==> config.mk <==
export PLATFORM = sky130hd
export DESIGN_NAME = piso_serializer
export DESIGN_NICKNAME = d
export VERILOG_FILES = /design/src/rtl/piso_serializer.sv
export SDC_FILE = /design/constraint.sdc
export NUM_CORES = 1
export LEC_CHECK = 0
export CORE_UTILIZATION = 42
export DETAILED_ROUTE_END_ITERATION = 10
export GPL_TIMING_DRIVEN = 0
export PLACE_DENSITY = 0.81
export REMOVE_ABC_BUFFERS = 1
export SYNTH_ARGS = -nofsm -noshare
export SYNTH_HDL_FRONTEND = slang
export SYNTH_SLANG_ARGS = --single-unit
==> constraint.sdc <==
create_clock -name clock -period 1.4 [get_ports clock]
set_input_delay 0.28 -clock clock [delete_from_list [all_inputs] [get_ports clock]]
set_output_delay 0.28 -clock clock [all_outputs]
set_load 0.02 [all_outputs]
==> src/rtl/piso_serializer.sv <==
// Parallel-in, serial-out stage feeding a downstream shift register's serial input.
// Words arrive over valid/ready and leave one bit per clock, back-to-back with no gap.
module piso_serializer #(
    parameter int WIDTH     = 8,
    parameter bit MSB_FIRST = 1'b0
) (
    input  logic             clock,
    input  logic             clear,
    input  logic [WIDTH-1:0] load_data,
    input  logic             load_valid,
    output logic             load_ready,
    output logic             serial_out,
    output logic             serial_valid,
    output logic             frame_start,
    output logic             word_done,
    output logic             busy
);

    localparam int CW = $clog2(WIDTH);
    localparam logic [CW-1:0] LAST = CW'(WIDTH - 1);

    typedef enum logic {
        IDLE  = 1'b0,
        SHIFT = 1'b1
    } state_t;

    state_t           r_state;
    logic [WIDTH-1:0] r_shreg;
    logic [CW-1:0]    r_cnt;

    state_t           w_state_nx;
    logic [WIDTH-1:0] w_shreg_nx;
    logic [CW-1:0]    w_cnt_nx;
    logic [WIDTH-1:0] w_shifted;
    logic             w_last;
    logic             w_accept;

    // Handshake: a word is taken at a rising edge when load_valid and load_ready
    // are both high; load_ready is only offered while idle or on the last bit.
    assign w_last     = (r_state == SHIFT) && (r_cnt == LAST);
    assign load_ready = clear & ((r_state == IDLE) | w_last);
    assign w_accept   = load_valid & load_ready;

    assign w_shifted  = MSB_FIRST ? {r_shreg[WIDTH-2:0], 1'b0}
                                  : {1'b0, r_shreg[WIDTH-1:1]};

    function automatic logic out_bit(input logic [WIDTH-1:0] v);
        return MSB_FIRST ? v[WIDTH-1] : v[0];
    endfunction

    always_comb begin
        w_state_nx = r_state;
        w_shreg_nx = r_shreg;
        w_cnt_nx   = r_cnt;
        if (w_accept) begin
            w_state_nx = SHIFT;
            w_shreg_nx = load_data;
            w_cnt_nx   = '0;
        end else if (r_state == SHIFT) begin
            if (w_last) begin
                w_state_nx = IDLE;
                w_shreg_nx = '0;
                w_cnt_nx   = '0;
            end else begin
                w_shreg_nx = w_shifted;
                w_cnt_nx   = r_cnt + CW'(1);
            end
        end
    end

    // Outputs are registered from the next state so they describe the bit on the wire.
    always_ff @(posedge clock or negedge clear) begin
        if (!clear) begin
            r_state      <= IDLE;
            r_shreg      <= '0;
            r_cnt        <= '0;
            serial_out   <= 1'b0;
            serial_valid <= 1'b0;
            frame_start  <= 1'b0;
            word_done    <= 1'b0;
            busy         <= 1'b0;
        end else begin
            r_state      <= w_state_nx;
            r_shreg      <= w_shreg_nx;
            r_cnt        <= w_cnt_nx;
            serial_valid <= (w_state_nx == SHIFT);
            busy         <= (w_state_nx == SHIFT);
            serial_out   <= (w_state_nx == SHIFT) && out_bit(w_shreg_nx);
            frame_start  <= (w_state_nx == SHIFT) && (w_cnt_nx == '0);
            word_done    <= (w_state_nx == SHIFT) && (w_cnt_nx == LAST);
        end
    end

endmodule

==> out/qor.csv <==
stage;metric;value;unit
run_status;status;complete, but fails checks;
run_status;violations;setup timing;
floorplan;core;0.00154;sq mm
timing;setup_slack;-0.314;ns
detailed_routing;vias;632;
setup_path;critPathCaptureType;primary output;
synthesis;synth_ff_type;dfrtp_1;
timing;finalSetupViolations;12;
synthesis;syn_inst;67;
timing;finalMaxSlewViolations;0;
placed_design;numPortBuffers;16;
setup_path;worstPathCellList;ha_2 > ha_4 > nand2b_4 > and2_4 > buf_6;
global_routing;first_global_vias;593;
timing;finalCriticalPeriod;1.71;ns
timing;final-hold-violation-count;0;
setup_path;r2r_cells;7;
cts;path_clk_slew;0.09;ns
synthesis;ys_ff_latch;14;
setup_path;cp.arrival;1.43;ns
layout;fin_nets;105;
layout;fillers;130;
synthesis;yosysTopAreaCell;dfrtp_1;
global_routing;grt_max_degree;18;
cts;cts.sinks;14;
floorplan;rows;14;
job;drv_cap;0;
setup_path;reg2reg_slack;-0.26;ns
synthesis;synthTopCellsByCount;nand2_1, dfrtp_1, a32oi_1, o211ai_1, buf_6;
synthesis;synth_enable_flop_cells;0;
synthesis;yosys_warnings;0;
cts;cts_tree;done;
synthesis;synth.most_common_cell;nand2_1;
timing;worst_pin_slew;0.415;ns
power_and_ir_drop;p_total;0.00220;W
setup_path;critPathLaunchType;register;
timing;fmax;583;MHz
detailed_routing;drt_iter0_markers;6;
layout;n_antenna_cell;0;
synthesis;syn-cell-area;712;sq um
power_and_ir_drop;power_density;2170;mW/mm^2
floorplan;initial_core_util;0.462;
synthesis;ys_types;21;
cts;cts_made_buffers;3;
detailed_routing;wl;1730;microns
setup_path;critical_path.slowest_cell;dfrtp_1;
layout;drive_above_1_share;0.330;
setup_path;critPathRequiredTime;1.12;ns
placed_design;globalplace.congestion;0.721;
synthesis;ys_seq_area_frac;0.492;
cts;cts-htree-levels;1;
global_routing;gr-total-overflow;0;
setup_path;critical_path_class;register to primary output;
timing;skew;0.00716;ns
timing;whs;0.00785;ns
detailed_routing;wl_per_cell;16.1;microns
synthesis;avgSynthCellArea;10.6;sq um
power_and_ir_drop;p_leak;0.483;nW
cts;ctsHoldBuffers;0;
detailed_routing;drt_first_pass_iters;4;
worst_hold_path;hold_class;input port to asynchronous set/reset pin;
timing;rsz0062_at_grt;yes;
floorplan;pin_count;17;
floorplan;fp.dieArea;0.00186;sq mm
detailed_routing;ant_nets;0;
detailed_routing;via_per_inst;5.91;
synthesis;yosysTopAreaCellShare;0.492;
setup_path;cpPeakStageDelay;0.39;ns
detailed_routing;post-route-drc-count;0;
setup_path;reg2reg_to;frame_start;
global_routing;grt_use_total;0.196;
placed_design;placed_area;833;sq um
setup_path;r2r-start;r_cnt[1];
layout;design_area;0.00101;sq mm
global_routing;grt_antenna_before_repair;0;
cts;cts-root-buf;clkbuf_4;
synthesis;async_flop_share;1.00;
placed_design;dp_hpwl;970;microns
setup_path;crit_fanout;2;
timing;slew_headroom;0.723;
layout;syn_to_final_growth;42.4;%
synthesis;synthTopCellsByArea;dfrtp_1, nand2_1, a32oi_1;
floorplan;die_h;43.2;microns
cts;clock_latency;0.28;ns
global_routing;grt_pass1_wl;2630;microns
floorplan;die_x;43.2;microns
power_and_ir_drop;ir_drop;1220;uV
cts;cts_buffer_depth;2;
timing;fin_crit_sh;1.22;
[cell usage in the layout (no fill, tap or decap), drive strengths merged]
cell type,synthesis,routed
clkdlybuf4s15,0,1
clkbuf,0,4
nand2,15,15
nand3,2,2
o21ai,2,2
ha,2,2
a32oi,6,6
dlygate4sd2,0,4
and2,2,2
clkdlybuf4s50,0,9
buf,7,13
nor2b,1,1
nor3b,2,2
nor2,1,1
o211ai,6,6
dfrtp,14,14
o221a,1,1
and2b,1,1
nand2b,1,1
inv,1,1
mux2i,1,1
o22ai,2,2
[worst max-delay path by stage]
stage,startpoint,endpoint,cells after the start
2_1_floorplan,r_cnt[0],frame_start,5
3_3_place_gp,clear,load_ready,3
3_5_place_dp,clear,load_ready,3
4_1_cts,r_cnt[1],load_ready,5
5_1_grt,r_cnt[1],load_ready,5
6_report,r_cnt[1],load_ready,5
[final cells by class]
cell class,instances,area [sq um],share of cell area
Sequential cell,14,352,0.347
Multi-Input combinational cell,45,344,0.340
Timing Repair Buffer,27,258,0.254
Clock buffer,4,36.3,0.0358
Tap cell,16,20.0,0.0198
Inverter,1,3.75,0.00370
[where the power goes]
part           total [W]  internal, W  switching [W]
Clock           0.000292     0.000158       0.000134
Combinational    0.00125     0.000637       0.000617
Sequential      0.000652     0.000566      0.0000862
[sequential cells by signal, summed over array words and instances, names as in the netlist]
| register | flops |
|---|---|
| frame_start | 1 |
| r_cnt | 3 |
| r_shreg | 7 |
| r_state | 1 |
| serial_out | 1 |
| word_done | 1 |
[metal layers]
metal | wire length [microns] | track usage | part of all wire | up-vias
li1 | - | - | - | 290
met1 | 717 | 0.247 | 0.42 | 319
met2 | 919 | 0.319 | 0.53 | 19
met3 | 62 | 0.0383 | 0.036 | 4
met4 | 25 | 0.0909 | 0.014 | 0
met5 | 0 | 0 | 0 | -
[through the flow]
step | instances | setup slack [ns] | util | TNS [ns]
floorplan | 60 | -0.169 | - | -0.509
global placement | 92 | -0.916 | 0.541 | -9.70
detailed placement | 92 | -0.930 | 0.541 | -10.58
CTS | 101 | -0.314 | 0.599 | -1.18
global route | 107 | -0.358 | 0.657 | -2.44
finish | 107 | -0.314 | 0.657 | -1.83
[what timing repair did]
item                                    in CTS  in global routing
buffers inserted                             5                  6
pin swaps                                    2                  6
endpoints found under the hold margin        0                  0
endpoints found under the setup margin      20                 10
gates resized for setup                     24                 12
[kinds of logic (layout without fill, tap and decap cells)]
kind of cell,Yosys count,count (layout),share of synthesized area
and+or+nand+nor,25,25,0.186
AOI/OAI and AO/OA,17,17,0.185
DFF,14,14,0.492
buffers and inverters,8,32,0.0879
adders and majority gates,2,2,0.0351
muxes,1,1,0.0141
[worst max-delay path: cells and delay by family (launching register included)]
kind,cells,cell delay [ns]
fa+ha+maj,2,0.36
buf+inv,1,0.12
flops,1,0.39
simple gates,2,0.29
No activity file was read; power rests on OpenSTA's default activity.
